--- src/rtl/pulse_meas.sv ---
// Measures one pulse against a start event: start-to-rise delay and high width, in BUS_CLK cycles.
// Byte-wide register interface; both inputs pass through matched synchronisers and edge detectors.
module pulse_meas #(
  parameter int         ABUSWIDTH = 16,
  parameter logic [7:0] VERSION   = 8'd1
) (
  input  logic                 BUS_CLK,
  input  logic                 BUS_RST_N,
  input  logic [ABUSWIDTH-1:0] BUS_ADD,
  input  logic [7:0]           BUS_DATA_IN,
  input  logic                 BUS_RD,
  input  logic                 BUS_WR,
  output logic [7:0]           BUS_DATA_OUT,
  input  logic                 EXT_START,
  input  logic                 PULSE_IN,
  output logic                 DONE
);

  typedef enum logic [2:0] {
    S_IDLE       = 3'd0,
    S_WAIT_START = 3'd1,
    S_WAIT_RISE  = 3'd2,
    S_WAIT_FALL  = 3'd3,
    S_DONE       = 3'd4
  } state_t;

  state_t      state_r, state_nxt_s;
  logic        ext_meta_r, ext_sync_r, ext_prev_r;
  logic        pls_meta_r, pls_sync_r, pls_prev_r;
  logic        ext_rise_s, pls_val_s, pls_old_s, pls_rise_s, pls_fall_s;
  logic [1:0]  conf_r;
  logic [15:0] lim_r, lim_act_r;
  logic        inv_r;
  logic [15:0] delay_r, width_r, tcnt_r, tcnt_inc_s;
  logic        timeout_r, done_r, armed_r;
  logic        srst_s, arm_s, tout_hit_s, to_s;
  logic [7:0]  rdata_s;

  assign srst_s     = BUS_WR && (BUS_ADD == ABUSWIDTH'(0));
  assign arm_s      = BUS_WR && (BUS_ADD == ABUSWIDTH'(1)) && BUS_DATA_IN[0] &&
                      ((state_r == S_IDLE) || (state_r == S_DONE));
  assign tcnt_inc_s = tcnt_r + 16'd1;
  assign tout_hit_s = (lim_act_r != 16'd0) && (tcnt_inc_s == lim_act_r);

  // Inversion is applied to both the current and previous sample so a change of INV at arm never fakes an edge.
  assign ext_rise_s = ext_sync_r & ~ext_prev_r;
  assign pls_val_s  = pls_sync_r ^ inv_r;
  assign pls_old_s  = pls_prev_r ^ inv_r;
  assign pls_rise_s = pls_val_s & ~pls_old_s;
  assign pls_fall_s = ~pls_val_s & pls_old_s;

  assign DONE = done_r;

  // Input synchronisers and edge history; kept out of soft reset so a fresh arm cannot see a stale edge.
  always_ff @(posedge BUS_CLK or negedge BUS_RST_N) begin
    if (!BUS_RST_N) begin
      {ext_meta_r, ext_sync_r, ext_prev_r} <= 3'b000;
      {pls_meta_r, pls_sync_r, pls_prev_r} <= 3'b000;
    end else begin
      ext_meta_r <= EXT_START;
      ext_sync_r <= ext_meta_r;
      ext_prev_r <= ext_sync_r;
      pls_meta_r <= PULSE_IN;
      pls_sync_r <= pls_meta_r;
      pls_prev_r <= pls_sync_r;
    end
  end

  // Bus-visible configuration registers.
  always_ff @(posedge BUS_CLK or negedge BUS_RST_N) begin
    if (!BUS_RST_N) begin
      conf_r <= 2'b00;
      lim_r  <= 16'd0;
    end else if (srst_s) begin
      conf_r <= 2'b00;
      lim_r  <= 16'd0;
    end else if (BUS_WR) begin
      case (BUS_ADD)
        ABUSWIDTH'(2): conf_r      <= BUS_DATA_IN[1:0];
        ABUSWIDTH'(3): lim_r[7:0]  <= BUS_DATA_IN;
        ABUSWIDTH'(4): lim_r[15:8] <= BUS_DATA_IN;
        default:       conf_r      <= conf_r;
      endcase
    end else begin
      conf_r <= conf_r;
    end
  end

  // Measurement FSM next state; an edge takes priority over a coincident timeout.
  always_comb begin
    state_nxt_s = state_r;
    to_s        = 1'b0;
    case (state_r)
      S_IDLE, S_DONE: begin
        if (arm_s) state_nxt_s = conf_r[0] ? S_WAIT_START : S_WAIT_RISE;
        else       state_nxt_s = state_r;
      end
      S_WAIT_START: begin
        if (ext_rise_s) state_nxt_s = S_WAIT_RISE;
        else            state_nxt_s = state_r;
      end
      S_WAIT_RISE: begin
        if (pls_rise_s) begin
          state_nxt_s = S_WAIT_FALL;
        end else if (tout_hit_s) begin
          state_nxt_s = S_DONE;
          to_s        = 1'b1;
        end else begin
          state_nxt_s = state_r;
        end
      end
      S_WAIT_FALL: begin
        if (pls_fall_s) begin
          state_nxt_s = S_DONE;
        end else if (tout_hit_s) begin
          state_nxt_s = S_DONE;
          to_s        = 1'b1;
        end else begin
          state_nxt_s = state_r;
        end
      end
      default: state_nxt_s = S_IDLE;
    endcase
  end

  // FSM state, status flags, latched settings and saturating counters.
  always_ff @(posedge BUS_CLK or negedge BUS_RST_N) begin
    if (!BUS_RST_N) begin
      state_r <= S_IDLE;  done_r  <= 1'b0;  armed_r   <= 1'b0;  timeout_r <= 1'b0;
      delay_r <= 16'd0;   width_r <= 16'd0; tcnt_r    <= 16'd0;
      inv_r   <= 1'b0;    lim_act_r <= 16'd0;
    end else if (srst_s) begin
      state_r <= S_IDLE;  done_r  <= 1'b0;  armed_r   <= 1'b0;  timeout_r <= 1'b0;
      delay_r <= 16'd0;   width_r <= 16'd0; tcnt_r    <= 16'd0;
      inv_r   <= 1'b0;    lim_act_r <= 16'd0;
    end else begin
      state_r <= state_nxt_s;
      done_r  <= (state_nxt_s == S_DONE);
      armed_r <= (state_nxt_s == S_WAIT_START) || (state_nxt_s == S_WAIT_RISE) ||
                 (state_nxt_s == S_WAIT_FALL);
      if (arm_s) begin
        delay_r   <= 16'd0;
        width_r   <= 16'd0;
        tcnt_r    <= 16'd0;
        timeout_r <= 1'b0;
        inv_r     <= conf_r[1];
        lim_act_r <= lim_r;
      end else if (state_r == S_WAIT_RISE) begin
        delay_r   <= (delay_r == 16'hFFFF) ? delay_r : delay_r + 16'd1;
        tcnt_r    <= tcnt_inc_s;
        timeout_r <= timeout_r | to_s;
      end else if (state_r == S_WAIT_FALL) begin
        width_r   <= (width_r == 16'hFFFF) ? width_r : width_r + 16'd1;
        tcnt_r    <= tcnt_inc_s;
        timeout_r <= timeout_r | to_s;
      end else begin
        tcnt_r <= tcnt_r;
      end
    end
  end

  // Read multiplexer.
  always_comb begin
    rdata_s = 8'h00;
    case (BUS_ADD)
      ABUSWIDTH'(0): rdata_s = VERSION;
      ABUSWIDTH'(1): rdata_s = {5'b00000, timeout_r, done_r, armed_r};
      ABUSWIDTH'(2): rdata_s = {6'b000000, conf_r};
      ABUSWIDTH'(3): rdata_s = lim_r[7:0];
      ABUSWIDTH'(4): rdata_s = lim_r[15:8];
      ABUSWIDTH'(5): rdata_s = delay_r[7:0];
      ABUSWIDTH'(6): rdata_s = delay_r[15:8];
      ABUSWIDTH'(7): rdata_s = width_r[7:0];
      ABUSWIDTH'(8): rdata_s = width_r[15:8];
      default:       rdata_s = 8'h00;
    endcase
  end

  // Registered read data, held until the next read strobe.
  always_ff @(posedge BUS_CLK or negedge BUS_RST_N) begin
    if (!BUS_RST_N)  BUS_DATA_OUT <= 8'h00;
    else if (srst_s) BUS_DATA_OUT <= 8'h00;
    else if (BUS_RD) BUS_DATA_OUT <= rdata_s;
    else             BUS_DATA_OUT <= BUS_DATA_OUT;
  end

endmodule

--- config.mk ---
export PLATFORM = sky130hd
export DESIGN_NAME = pulse_meas
export DESIGN_NICKNAME = d
export VERILOG_FILES = /design/src/rtl/pulse_meas.sv
export SDC_FILE = /design/constraint.sdc
export NUM_CORES = 1
export LEC_CHECK = 0
export ABC_AREA = 1
export CORE_MARGIN = 2
export CORE_UTILIZATION = 45
export DETAILED_ROUTE_END_ITERATION = 16
export GPL_TIMING_DRIVEN = 0
export PLACE_DENSITY = 0.74
export SKIP_LAST_GASP = 1
export SLEW_MARGIN = 25
export SYNTH_ARGS = -nofsm -noshare
export SYNTH_HDL_FRONTEND = slang
export SYNTH_SLANG_ARGS = --single-unit
--- constraint.sdc ---
create_clock -name BUS_CLK -period 1.9 [get_ports BUS_CLK]
set_input_delay 0.38 -clock BUS_CLK [delete_from_list [all_inputs] [get_ports BUS_CLK]]
set_output_delay 0.38 -clock BUS_CLK [all_outputs]
set_load 0.01 [all_outputs]
Word level (Yosys, flattened, before mapping)

Index checks and enable logic that the tools add are counted.

Add/subtract/negate cells: 3
$mul: 0
Divide/modulo/power cells: 0
Order comparisons: 0
Equal/unequal tests: 22
Shift operators: 0
Muxes and demuxes: 45
Bitwise logic cells: 9
Reductions and logical operators: 26

Operators with widths:

| operator                                                               | count |
|---|---|
| 16-bit 2-to-1 mux                                                      | 17 |
| 8-bit one-hot mux with 9 select lines                                  | 1 |
| 16-bit by 3-bit equality test with 1-bit output, second input constant | 4 |
| 16-bit by 1-bit adder with 16-bit output, second input constant        | 3 |
| 16-bit equality test, second input constant                            | 2 |
| 16-bit by 2-bit equality test with 1-bit output, second input constant | 2 |
| 8-bit 2-to-1 mux                                                       | 4 |
| 3-bit 2-to-1 mux                                                       | 6 |
| 16-bit by 1-bit equality test with 1-bit output, second input constant | 1 |
| 16-bit equality test                                                   | 1 |
| 16-bit by 4-bit equality test with 1-bit output, second input constant | 1 |
| 16-bit zero test                                                       | 1 |
| 16-bit nonzero test                                                    | 1 |
| 3-bit by 2-bit equality test with 1-bit output, second input constant  | 4 |
| 3-bit one-hot mux with 4 select lines                                  | 1 |
| 2-bit nonzero test                                                     | 6 |
| 1-bit 2-to-1 mux                                                       | 11 |
| 3-bit != test, second input constant                                   | 3 |
| 2-bit 2-to-1 mux                                                       | 4 |
| 2-bit AND reduction                                                    | 4 |
| 3-bit by 1-bit equality test with 1-bit output, second input constant  | 2 |
| 3-bit equality test, second input constant                             | 2 |
| 3-bit nonzero test                                                     | 2 |
| 1-bit logical AND                                                      | 5 |
| 10 further kinds                                                       | 17 |

Flip-flop bits (word level): 103
Bits in latches: 0
Bits in writable memories: 0
Memory bits (read-only): 0
Bits of input ports: 30
Output and inout port bits: 9
Logic and storage cells: 124
Memories kept: 0

Longest topological paths before layout

Gate-level depths: netlist of the first run.

Depth in word-level cells: 11
Mapped depth: 17

Worst setup path before layout of the first run

Ideal clock, no wire load.

Path kind: flip-flop to flip-flop
From: register tcnt_r[0]
To: register armed_r
Library setup time: 0.114 ns
Arrival: 1.779 ns
Required time: 1.786 ns
Path slack: 0.007 ns
Cell stages (with the launch flop): 15
Cell sequence: dfrtp_1 ha_1 nand2_1 nor2_4 nand4_1 nand2_1 nand2_1 nand2_1 nand2_1 nor2_1 nand3_2 a21oi_1 nand3_1 nand2_1 inv_1

Word-level cells in the longest chain between the ends: 10
Elaborated cells between the ends (all ways): 13
Classes of those cells: 1 x add/sub; 4 x eq/ne; 5 x mux; 3 x reduce/logical

RTL lines:

| item                                                                                                             | RTL line | text |
|---|---|---|
| from (decl)                                                                                                      | 34       | `logic [15:0] delay_r, width_r, tcnt_r, tcnt_inc_s;` |
| from (signal assigned)                                                                                           | 150      | `tcnt_r <= tcnt_inc_s;` |
| from (signal assigned)                                                                                           | 154      | `tcnt_r <= tcnt_inc_s;` |
| from (signal assigned)                                                                                           | 157      | `tcnt_r <= tcnt_r;` |
| 16-bit by 1-bit adder with 16-bit output (*)                                                                     | 42       | `assign tcnt_inc_s = tcnt_r + 16'd1;` |
| 16-bit equality test (*)                                                                                         | 43       | `assign tout_hit_s = (lim_act_r != 16'd0) && (tcnt_inc_s == lim_act_r);` |
| 1-bit logical AND (*)                                                                                            | 43       |  |
| 3-bit 2-to-1 mux (*)                                                                                             | 105, 115 |  |
| 3-bit 2-to-1 mux, on equally long branches                                                                       | 113, 103 |  |
| 3-bit one-hot mux with 4 select lines (*)                                                                        | 93       | `case (state_r)` |
| 3-bit by 1-bit equality test with 1-bit output or 3-bit by 2-bit equality test with 1-bit output (tied branches) | 139      | `armed_r <= (state_nxt_s == S_WAIT_START) \|\| (state_nxt_s == S_WAIT_RISE) \|\|` |
| 1-bit logical OR                                                                                                 | 139      |  |
| 1-bit logical OR (*)                                                                                             | 139      |  |
| 1-bit 2-to-1 mux (*)                                                                                             | 132      | `end else if (srst_s) begin` |
| to (signal assigned)                                                                                             | 139      |  |
| to (decl)                                                                                                        | 35       | `logic timeout_r, done_r, armed_r;` |

Mark *: on every way between the ends. The rest lies on a longest branch, timed or not.
A chain may end at the register's enable or synchronous reset.

Worst setup path after layout of the first run

Ends and elaborated chain as after synthesis.

==> results of run 1 <==
==> cells in the final DEF (no fill, tap or decap), types with 6 or more instances in the layout <==
master	synthesis	routed
nand2_1	174	146
inv_1	122	114
dfrtp_1	103	101
buf_4	0	66
nor2_1	72	54
nand3_1	57	47
o21ai_0	62	41
nand4_1	26	26
nand2_2	4	21
o22ai_1	26	21
clkdlybuf4s50_1	0	20
buf_6	2	19
nor2_4	5	18
nor3_1	24	17
a21oi_1	29	16
a211oi_1	16	16
nor2_2	8	14
a21oi_2	0	12
nand2_4	2	11
o21ai_1	0	11
o21ai_2	0	10
nand3_2	2	9
clkbuf_16	0	9
inv_2	4	8
xor2_1	7	7
dlygate4sd2_1	0	7
inv_4	2	6
clkdlybuf4s15_1	0	6
==> per-stage QoR <==
stage / hold slack (ps) / TNS [ps] / area [µm²]
floorplan: 84.4 / 0 / 5950
global placement: 333 / -425360 / 6550
detailed placement: 275 / -65770 / 6580
CTS: 354 / -2290 / 7510
global route: 355 / -8370 / 8320
finish: 351 / -4540 / 8320
==> worst max-delay path, delay by kind of cell (launching register included) <==
| family | cells | cell delay (ps) |
|---|---|---|
| simple gates | 11 | 1220 |
| compound gates | 1 | 210 |
| fa+ha+maj | 1 | 200 |
| flops | 1 | 420 |
| buf+inv | 1 | 60 |
==> what timing repair did <==
action	4_1_cts	5_1_grt
endpoints found under the hold margin	26	0
setup buffers	46	32
pin swaps	46	59
cloned	3	2
resized for setup	92	180
setup endpoints to repair	97	95
hold buffers	1	0
==> routing by layer <==
| metal | GRT usage, % | routed length (µm) | share of wire (%) |
|---|---|---|---|
| met1 | 34.0 | 8110 | 41 |
| met2 | 40.7 | 9380 | 47 |
| met3 | 5.03 | 1490 | 7.5 |
| met4 | 10.3 | 946 | 4.7 |
| met5 | 0 | 0 | 0 |
==> final timing paths <==
| path | start | to | slack [ps] |
|---|---|---|---|
| max in group asynchronous | BUS_RST_N | lim_r[8] | 760 |
| worst min-delay path | pls_meta_r | pls_sync_r | 350 |
| min in group asynchronous | BUS_RST_N | delay_r[4] | 460 |
| worst min register to register | pls_meta_r | pls_sync_r | 350 |
| worst max-delay path | tcnt_r[0] | armed_r | -330 |
| worst max register to register | tcnt_r[0] | armed_r | -330 |
==> power groups by stage <==
stage | combinational (W) | sequential, W | clock (W)
detailed placement | 0.00157 | 0.00278 | 0
global route | 0.00240 | 0.00282 | 0.00222
CTS | 0.00184 | 0.00276 | 0.00214
floorplan | 0.00119 | 0.00271 | 0
finish | 0.00217 | 0.00279 | 0.00213
global placement | 0.00153 | 0.00278 | 0
==> cell type report <==
type,instances,area share [%]
buffer,15,1.79
clock buffer,9,2.71
clock inverter,5,1.28
inverter,130,6.20
multi-input combinational,548,40.8
sequential,103,31.0
tap,176,2.65
timing repair buffer,122,13.6
==> registers in the layout, summed over array words and instances (netlist names), 2 cells and up <==
| register | flops |
|---|---|
| tcnt_r | 16 |
| state_r | 3 |
| lim_act_r | 16 |
| conf_r | 2 |
| width_r | 16 |
| BUS_DATA_OUT | 8 |
| delay_r | 16 |
| lim_r | 16 |
==> logic make-up (layout without fill, tap and decap cells) <==
kind of cell,count (synthesis),in the layout,synth area share (%)
AOI/OAI and AO/OA,144,144,13.8
xor gates and xnor gates,10,10,1.70
adders and majority gates,3,3,0.631
buffers and inverters,146,281,9.63
DFF,103,103,43.3
and+or+nand+nor,390,391,30.9
==> metrics.md, run 1 <==
| Metric | Value |
|---|---|
| CP dominant cell by count | nand2_1 |
| Most instantiated cells after synthesis | nand2_1, inv_1, dfrtp_1 |
| Comb power frac | between 30% and 40% |
| Switching Share | around a third |
| DR WL/cell | between 15 and 20 µm |
| Placed Cells | 1011 |
| Startpoint Class | register |
| CTS tree | yes |
| Area of the multi-input gates | ~3400 µm² |
| Status | complete, but fails checks |
| Share of layout cells above drive strength 1 | 27.9% |
| CP Capture Type | register |
| PwrDens | about 850 nW/µm² |
| Initial Util | 45.5% |
| I/O Pins | 39 |
| Reg power frac | between 30% and 40% |
| Main synth FF type | dfrtp_1 |
| Aggregate global routing overflow | 0 |
| Clock sinks | 103 |
| Minimum clock period | approximately 2200 ps |
| EDFF count, synth | 0 |
| Post-Syn Area | 5950 µm² |
| Vias in the first global route | approximately 5800 |
| Final worst setup slack | -330 ps |
| Port bufs | 38 |
| Die X | approximately 120 µm |
| Worst path required time | 2150 ps |
| Post-Synthesis Net Count | 829 |
| Total Routing Usage GR | between 20 and 30% |
| Clk_lat worst skew | 360 ps |
| Total design power | about 0.0071 W |
| Final non-filler cell total | between 1000 and 1500 |
| Hold Path Stages | 0 |
| Register Area | around 2600 µm² |
| Layout area overhead | 39.7% |
| Max-cap violations | 0 |
| Yosys top cell by area | dfrtp_1 |
| Gpl congestion | 0.954 |
| Slowest cell on the critical path | dfrtp_1 |
| WP data arrival | 2480 ps |
| Max rail drop VDD | roughly 0.00043 V |
| H-tree depth | 3 |
| Via count | approximately 6400 |
| Lkg Pwr | between 3 and 4 nW |
| Final period utilization | 117% |
| Fin. max-slew vios | 0 |
| Detailed placer's ending HPWL | ~12000 µm |
| Die area | between 10000 and 15000 µm² |
| Max frequency | 0.448 GHz |
| Crit Path Max Fanout | 6 |
| Final wirelength | ~20000 µm |
| TritonCTS buffer count | 9 |
| Clock Path Buffers | 2 |
| Most common cell in the netlist | nand2_1 |
| P_sw | around 0.0025 W |
| Setup Skew | roughly 8.7 ps |
| Post-synth top area share | a little over two fifths |
| Syn Inst Count | around 800 |
| Slowest stage delay, CP | between 400 and 500 ps |
| Reg clk slew, reported paths | roughly 70 ps |
| Sequential fraction of the synthesis area | between 40% and 50% |
| Largest net degree at the start of global routing | ~80 |
| Rows | 42 |
| Core Util, Final | a little under two thirds |
| Unrepaired setup endpoints after global routing | true |
| Cell variety after synth | 41 |
| Dpl ws | -926 ps |
| Area contributors post-synth | dfrtp_1, nand2_1, inv_1 |
| Yosys reg bits | between 100 and 150 |
| Cell Chain, Critical Path | ha_4 > nand2_4 > nor2_4 > nand4_1 > nand2_1 > nand2_1 > nand2_1 > nand2_2 > nor2_4 > nand3_4 > a21oi_2 > nand3_2 > nand2_1 > inv_1 |
| Post-synthesis average cell area | ~7.5 µm² |
| First-pass GRT wire length | between 20000 and 30000 µm |
| YS warnings | 0 |
| CTS Root Cell | clkbuf_16 |
| Clock network power share | a little under a third |
| Drt pass-1 iters | 6 |
| Remaining DRCs | 0 |
| Depth of the worst register-to-register path | 14 |
| Max transition margin | between 60 and 70% |
| Crit Path Category | reg -> reg |
| Min-Delay Path Class | reg -> reg |
| Internal power | 0.00459 W |
| Worst Max-Slew Pin Slew | slightly below 600 ps |
| Height of the die | 119 µm |
| ANT nets after route | 0 |
| Placeable Area | between 10000 and 15000 µm² |
| Fin nets | between 900 and 1000 |
| Final Hold Viols | 0 |
| Filler cell count | ~1000 |
| Ant. Diodes | 0 |
| Via density | a little under 6 |
| Initial DRC Count | between 500 and 600 |
| Failing checks | setup timing |
| FFs w/ async S/R, synth | 100% |
| # setup viols final | 30 |
| Antenna violations before repair | 0 |
No activity file was read; power rests on OpenSTA's default activity.
==> inputs of run 2 (changes only) <==
--- a/config.mk
+++ b/config.mk
@@ -6,13 +6,12 @@
 export NUM_CORES = 1
 export LEC_CHECK = 0
 export ABC_AREA = 1
-export CORE_MARGIN = 2
+export CORE_MARGIN = 1.5
 export CORE_UTILIZATION = 45
 export DETAILED_ROUTE_END_ITERATION = 16
 export GPL_TIMING_DRIVEN = 0
 export PLACE_DENSITY = 0.74
 export SKIP_LAST_GASP = 1
-export SLEW_MARGIN = 25
 export SYNTH_ARGS = -nofsm -noshare
 export SYNTH_HDL_FRONTEND = slang
 export SYNTH_SLANG_ARGS = --single-unit
==> run 2 against run 1 <==
The flow still finishes with violations (setup timing). Via count down 5.3%. Register-to-register slack better by 60 ps. Non-clock buffer count down 17. Setup slack better by 55 ps. Largest cell class unchanged. Highest routed layer unchanged.
==> metrics.md, run 2 (synthesis results as in run 1) <==
| Metric | Value |
|---|---|
| Minimum clock period | 2170 ps (-55.1 ps) |
| Via count | 6097 (-5.3%) |
| ANT nets after route | 0 (unchanged) |
| Reg2reg start | tcnt_r[0] |
| Max rail drop VDD | 0.000586 V (+35%) |
| First-pass GRT wire length | 27200 µm (-5.1%) |
| Clk_lat worst skew | 360 ps (about the same) |
| Antenna violations before repair | 0 (unchanged) |
| Worst hold margin | 67.4 ps (-284 ps) |
| Max-cap violations | 0 (unchanged) |
| Status | complete, but fails checks |
| Min-Delay Path Class | in -> async |
| WP data arrival | 2460 ps (-20 ps) |
| Crit Path Category | reg -> reg |
| H-tree depth | 3 (unchanged) |
| Max frequency | 0.460 GHz (+2.5%) |
| Final worst setup slack | -275 ps (+55.1 ps) |
| Ant. Diodes | 0 (unchanged) |
| Most common cell after layout, fill and taps aside | nand2_1 |
| Worst path required time | 2190 ps (+40 ps) |
| Beginning of the critical path | tcnt_r[0] |
| Rows | 41 (-2.4%) |
| Port bufs | 38 (unchanged) |
| Placeable Area | 12800 µm² (-2.4%) |
| Max Used Layer | met4 |
| Setup tns final | -3360 ps (+1190 ps) |
| Unrepaired setup endpoints after global routing | true |
| Largest net degree at the start of global routing | 53 (-32%) |
| TritonCTS buffer count | 9 (unchanged) |
| Final Hold Viols | 0 (unchanged) |
| Clock sinks | 103 (unchanged) |
| Die area | 13900 µm² (-1.7%) |
| Gpl congestion | 0.937 (-1.8%) |
| CP Capture Type | register |
| PwrDens | 856 nW/µm² (+0.33%) |
| Final wirelength | 17900 µm (-10%) |
| Max transition margin | 51.9% (-8.7 points) |
| Reg clk slew, reported paths | 80 ps (about the same) |
| # setup viols final | 29 (-3.3%) |
| Clock Path Buffers | 2 (unchanged) |
| Failing checks | setup timing |
| Startpoint Class | register |
| Die X | 118 µm (-0.84%) |
| Met3 wire length | 1300 µm (-13%) |
| Initial Util | 46.6% (+1.1 points) |
| Depth of the worst register-to-register path | 15 (+1) |
| Fin nets | 947 (-1.6%) |
| CTS tree | yes |
| Share of layout cells above drive strength 1 | 24.3% (-3.6 points) |
| Routed wl met2 | 8350 µm (-11%) |
| Via density | 5.59 (-3.8%) |
| CTS Root Cell | clkbuf_16 |
| DR WL/cell | 16.4 µm (-9.0%) |
| Cts hold-fix bufs | 0 (-1) |
| Most frequent cells in the layout | nand2_1, inv_1, dfrtp_1 |
| Dpl ws | -848 ps (+78.4 ps) |
| Aggregate global routing overflow | 0 (unchanged) |
| Initial DRC Count | 629 (+5.7%) |
| Remaining DRCs | 0 (unchanged) |
| Placed Cells | 1007 (-0.40%) |
| I/O Pins | 39 (unchanged) |
| Fin. max-slew vios | 0 (unchanged) |
| Total design power | 0.00684 W (-3.5%) |
| Setup Skew | 11.4 ps (+2.76 ps) |
| Height of the die | 118 µm (-0.84%) |
| Lkg Pwr | 3.74 nW (-1.9%) |
| Vias in the first global route | 5554 (-4.9%) |
| Total Routing Usage GR | 24.7% (-0.77 points) |
| Crit Path Max Fanout | 6 (unchanged) |
| Met1 Wirelength | 7690 µm (-5.2%) |
| Layout area overhead | 34.3% |
| Detailed placer's ending HPWL | 11400 µm (-1.2%) |
| Final non-filler cell total | 1091 (-1.5%) |
| Final period utilization | 114% (-2.9 points) |
| Drt pass-1 iters | 5 (-1) |
| Worst Max-Slew Pin Slew | 716 ps (+126 ps) |
==> run 2: changes by cell type in the layout (fill, tap and decap cells not counted), sizes merged, moves of 2 or more <==
cell | before | now
buf | 94 | 78
clkdlybuf4s15 | 6 | 2
inv | 130 | 128
clkinv | 1 | 5
bufinv | 3 | 1
dlygate4sd2 | 7 | 13
==> run 2: worst paths after layout <==
check / endpoint / slack, ps
worst max-delay path: DONE / -270
worst min-delay path: tcnt_r[1] / 70
worst max register to register: DONE / -270
worst min register to register: ext_sync_r / 350
max in group asynchronous: delay_r[2] / 1110
min in group BUS_CLK: ext_sync_r / 350
==> run 2: power by group <==
| part | switching, W | leakage (nW) | total [W] | internal [W] |
|---|---|---|---|---|
| combinational | 0.00125 | 2.35 | 0.00210 | 0.000853 |
| clock | 0.000862 | 0.153 | 0.00196 | 0.00110 |
| sequential | 0.000324 | 1.24 | 0.00278 | 0.00246 |
| total | 0.00243 | 3.74 | 0.00684 | 0.00441 |
==> run 2: cell type report <==
class	count	area (µm²)
inverter	130	522
timing repair inverter	1	5.00
clock buffer	12	256
buffer	14	139
multi-input combinational	549	3290
fill	981	4780
tap	172	215
clock inverter	4	52.6
timing repair buffer	106	935
sequential	103	2580
==> run 2: through the flow <==
step	cell area [µm²]	util, %
after floorplan	5950	-
after global placement	6550	51.3
after detailed placement	6570	51.5
after CTS	7410	58.0
after global routing	8000	62.6
final	8000	62.6
==> run 2: worst max-delay path, cell delays in order (launching register included) <==
cell and delay (ps):
dfrtp_1 410, ha_4 190, nand2_4 60, nor2_4 180, nand2_2 110, nand2_1 90
nand2_1 90, nand2_1 70, nand4_1 140, nor2_4 170, nand3_4 140, nor2_1 120
nand2_1 90, nand3_1 80, nand2_1 70, nor2_1 90
==> run 2: metal layers <==
metal,global-route usage [%],up-vias
li1,-,2887
met1,32.9,2890
met2,38.3,282
met3,4.65,38
met4,13.0,0
met5,0,-
==> run 2: repair_timing <==
action,4_1_cts,5_1_grt
pin swaps,30,37
gates cloned,6,0
setup endpoints to repair,97,97
gates resized for setup,86,120
buffers inserted,35,30
==> inputs of run 3 (changes only) <==
--- a/config.mk
+++ b/config.mk
@@ -7,10 +7,10 @@
 export LEC_CHECK = 0
 export ABC_AREA = 1
 export CORE_MARGIN = 1.5
-export CORE_UTILIZATION = 45
+export CORE_UTILIZATION = 35
 export DETAILED_ROUTE_END_ITERATION = 16
 export GPL_TIMING_DRIVEN = 0
-export PLACE_DENSITY = 0.74
+export PLACE_DENSITY = 0.62
 export SKIP_LAST_GASP = 1
 export SYNTH_ARGS = -nofsm -noshare
 export SYNTH_HDL_FRONTEND = slang
==> constraint.sdc (replaced) <==
create_clock -name BUS_CLK -period 1.9 [get_ports BUS_CLK]
set_input_delay 0.19 -clock BUS_CLK [delete_from_list [all_inputs] [get_ports BUS_CLK]]
set_output_delay 0.19 -clock BUS_CLK [all_outputs]
set_load 0.01 [all_outputs]
==> run 3 against run 2 <==
The run still ends with setup timing left. Fmax is 0.95% higher. Flip-flop and latch count stayed put. Total power is 3.0% lower. Non-clock buffer count is 13 lower. Combinational power hardly changed. Sequential power hardly changed. Clock-buffer cell count is 1 lower. Sequential share of layout area is 0.70 points higher. Critical path depth stayed put. Die area is 28% higher. Critical path type unchanged. Largest cell class unchanged. Largest power group unchanged. Highest routed layer unchanged.
==> metrics.md, run 3 (synthesis results as in run 1) <==
| Metric | Value |
|---|---|
| Status | complete, but fails checks |
| Failing checks | setup timing |
| Final Hold Viols | 0 (unchanged) |
| Post-route design area | 7830 µm² (-2.1%) |
| Crit Path Max Fanout | 5 (-1) |
| # setup viols final | 25 (-14%) |
| Core Util, Final | 47.2% (-15 points) |
| Largest net degree at the start of global routing | 67 (+26%) |
| Clock Path Buffers | 2 (unchanged) |
| Gpl congestion | 0.949 (+1.4%) |
| Antenna violations before repair | 0 (unchanged) |
| ANT nets after route | 0 (unchanged) |
| Via density | 5.23 (-6.4%) |
| Detailed placer's ending HPWL | 12200 µm (+6.6%) |
| Max frequency | 0.464 GHz (+0.95%) |
| Share of layout cells above drive strength 1 | 21.8% (-2.4 points) |
| Placed cell areas | 6630 µm² (+0.80%) |
| Lkg Pwr | 3.56 nW (-4.6%) |
| Reg clk slew, reported paths | 70 ps (about the same) |
| Filler cell count | 1637 (+67%) |
| Fin nets | 931 (-1.7%) |
| Internal power | 0.00420 W (-4.8%) |
| Initial Util | 35.9% (-11 points) |
| Final non-filler cell total | 1122 (+2.8%) |
| Height of the die | 133 µm (+13%) |
| Comb power frac | 31.2% (+0.5 points) |
| Max-cap violations | 0 (unchanged) |
| Max transition margin | 42.1% (-9.8 points) |
| Worst path required time | 2190 ps (about the same) |
| Die X | 133 µm (+13%) |
| Switching Share | 36.7% (+1.2 points) |
| Placed Cells | 1055 (+4.8%) |
| Most frequent cells in the layout | nand2_1, inv_1, dfrtp_1 |
| Initial DRC Count | 428 (-32%) |
| Startpoint Class | register |
| Worst Max-Slew Pin Slew | 868 ps (+153 ps) |
| Minimum clock period | 2150 ps (-20.4 ps) |
| First-pass GRT wire length | 27900 µm (+2.7%) |
| CP Capture Type | register |
| Port bufs | 38 (unchanged) |
| Clock sinks | 103 (unchanged) |
| CTS Root Cell | clkbuf_16 |
| Remaining DRCs | 0 (unchanged) |
| Aggregate global routing overflow | 0 (unchanged) |
| Drt pass-1 iters | 7 (+2) |
| Min-Delay Path Class | in -> reg |
| Die area | 17800 µm² (+28%) |
| Final period utilization | 113% (-1.1 points) |
| WP data arrival | 2440 ps (-20 ps) |
| Reg power frac | 42.1% (+1.5 points) |
| Layout area overhead | 31.5% |
| H-tree depth | 3 (unchanged) |
| Fin. max-slew vios | 0 (unchanged) |
| Setup Skew | 7.06 ps (-4.38 ps) |
| Total Routing Usage GR | 19.9% (-4.8 points) |
| Vias in the first global route | 5451 (-1.9%) |
| P_sw | 0.00244 W (+0.12%) |
| Ant. Diodes | 0 (unchanged) |
| PwrDens | 848 nW/µm² (-0.91%) |
| Crit Path Category | reg -> reg |
| Most common cell after layout, fill and taps aside | nand2_1 |
| Clk_lat worst skew | 360 ps (about the same) |
| Worst hold margin | 269 ps (+202 ps) |
| R2R setup slack | -250 ps (+20 ps) |
| Final worst setup slack | -254 ps (+20.4 ps) |
| Total design power | 0.00664 W (-3.0%) |
| Unrepaired setup endpoints after global routing | true |
| Clock network power share | 26.8% (-1.9 points) |
| Rows | 47 (+15%) |
| Max rail drop VDD | 0.000444 V (-24%) |
| I/O Pins | 39 (unchanged) |
| Placeable Area | 16600 µm² (+30%) |
| Final wirelength | 17600 µm (-1.3%) |
| DR WL/cell | 15.7 µm (-4.0%) |
| TritonCTS buffer count | 9 (unchanged) |
| Via count | 5870 (-3.7%) |
| CTS tree | yes |
## run 3: cell types whose count changed in the layout (fill, tap and decap cells not counted), moves of 4 or more
cell,delta
buf_4,-16
clkdlybuf4s50_1,+7
buf_6,-5
dlygate4sd2_1,-5
nand2_4,-5
a21oi_2,+4
nand2_2,+4
nand3_1,-4
## run 3: path summary, 6_finish.rpt
check	cells after the start	to	startpoint
min in group asynchronous	2	lim_r[6]	BUS_RST_N
worst min-delay path	1	pls_meta_r	PULSE_IN
worst max register to register	15	DONE	tcnt_r[0]
worst min register to register	0	ext_sync_r	ext_meta_r
max in group asynchronous	3	tcnt_r[2]	BUS_RST_N
worst max-delay path	15	DONE	tcnt_r[0]
## run 3: cell type report
cell class	instances	area, µm²	share of cell area [%]
inverter	130	508	6.49
buffer	14	101	1.29
sequential	103	2580	33.0
timing repair buffer	93	848	10.8
clock buffer	11	243	3.10
tap	220	275	3.52
multi-input combinational	547	3240	41.4
clock inverter	4	32.5	0.416
## run 3: power by group through the flow
stage                     clock (W)  sequential [W]  combinational [W]
after floorplan                   0         0.00271            0.00119
after global placement            0         0.00278            0.00155
after detailed placement          0         0.00278            0.00159
after CTS                   0.00181         0.00276            0.00183
after global routing        0.00188         0.00283            0.00234
final                       0.00178         0.00279            0.00207
## run 3: worst max-delay path, cell delays in order, from the launching register on
cell     delay, ps
dfrtp_1        420
ha_4           200
nand3_2        100
nor2_4         210
nand2_1         90
nand2_2         80
nor2_1          50
nor2_1         110
nand2_1         90
nor2_4         160
nand3_4        130
nor2_2         110
nand2_2         70
nand3_2         70
nand2_2         70
nor2_2         110
## run 3: what timing repair did
item	4_1_cts	5_1_grt
hold buffers	1	0
setup buffers	30	21
hold endpoints to repair	65	0
cloned	2	0
pin swaps	28	33
gates resized for setup	74	87
setup endpoints to repair	92	86
## run 3: routing by layer
layer / wire length, µm / track usage (%) / part of all wire (%)
met4: 482 / 7.61 / 2.7
met5: 0 / 0 / 0
met2: 8170 / 30.9 / 46
met3: 839 / 3.08 / 4.8
met1: 8140 / 28.1 / 46
## run 3: stage by stage
stage	TNS (ps)	worst slack, ps
2_1_floorplan	0	7.49
3_3_place_gp	-408610	-3500
3_5_place_dp	-50320	-817
4_1_cts	-1710	-294
5_1_grt	-7000	-427
6_report	-2590	-254
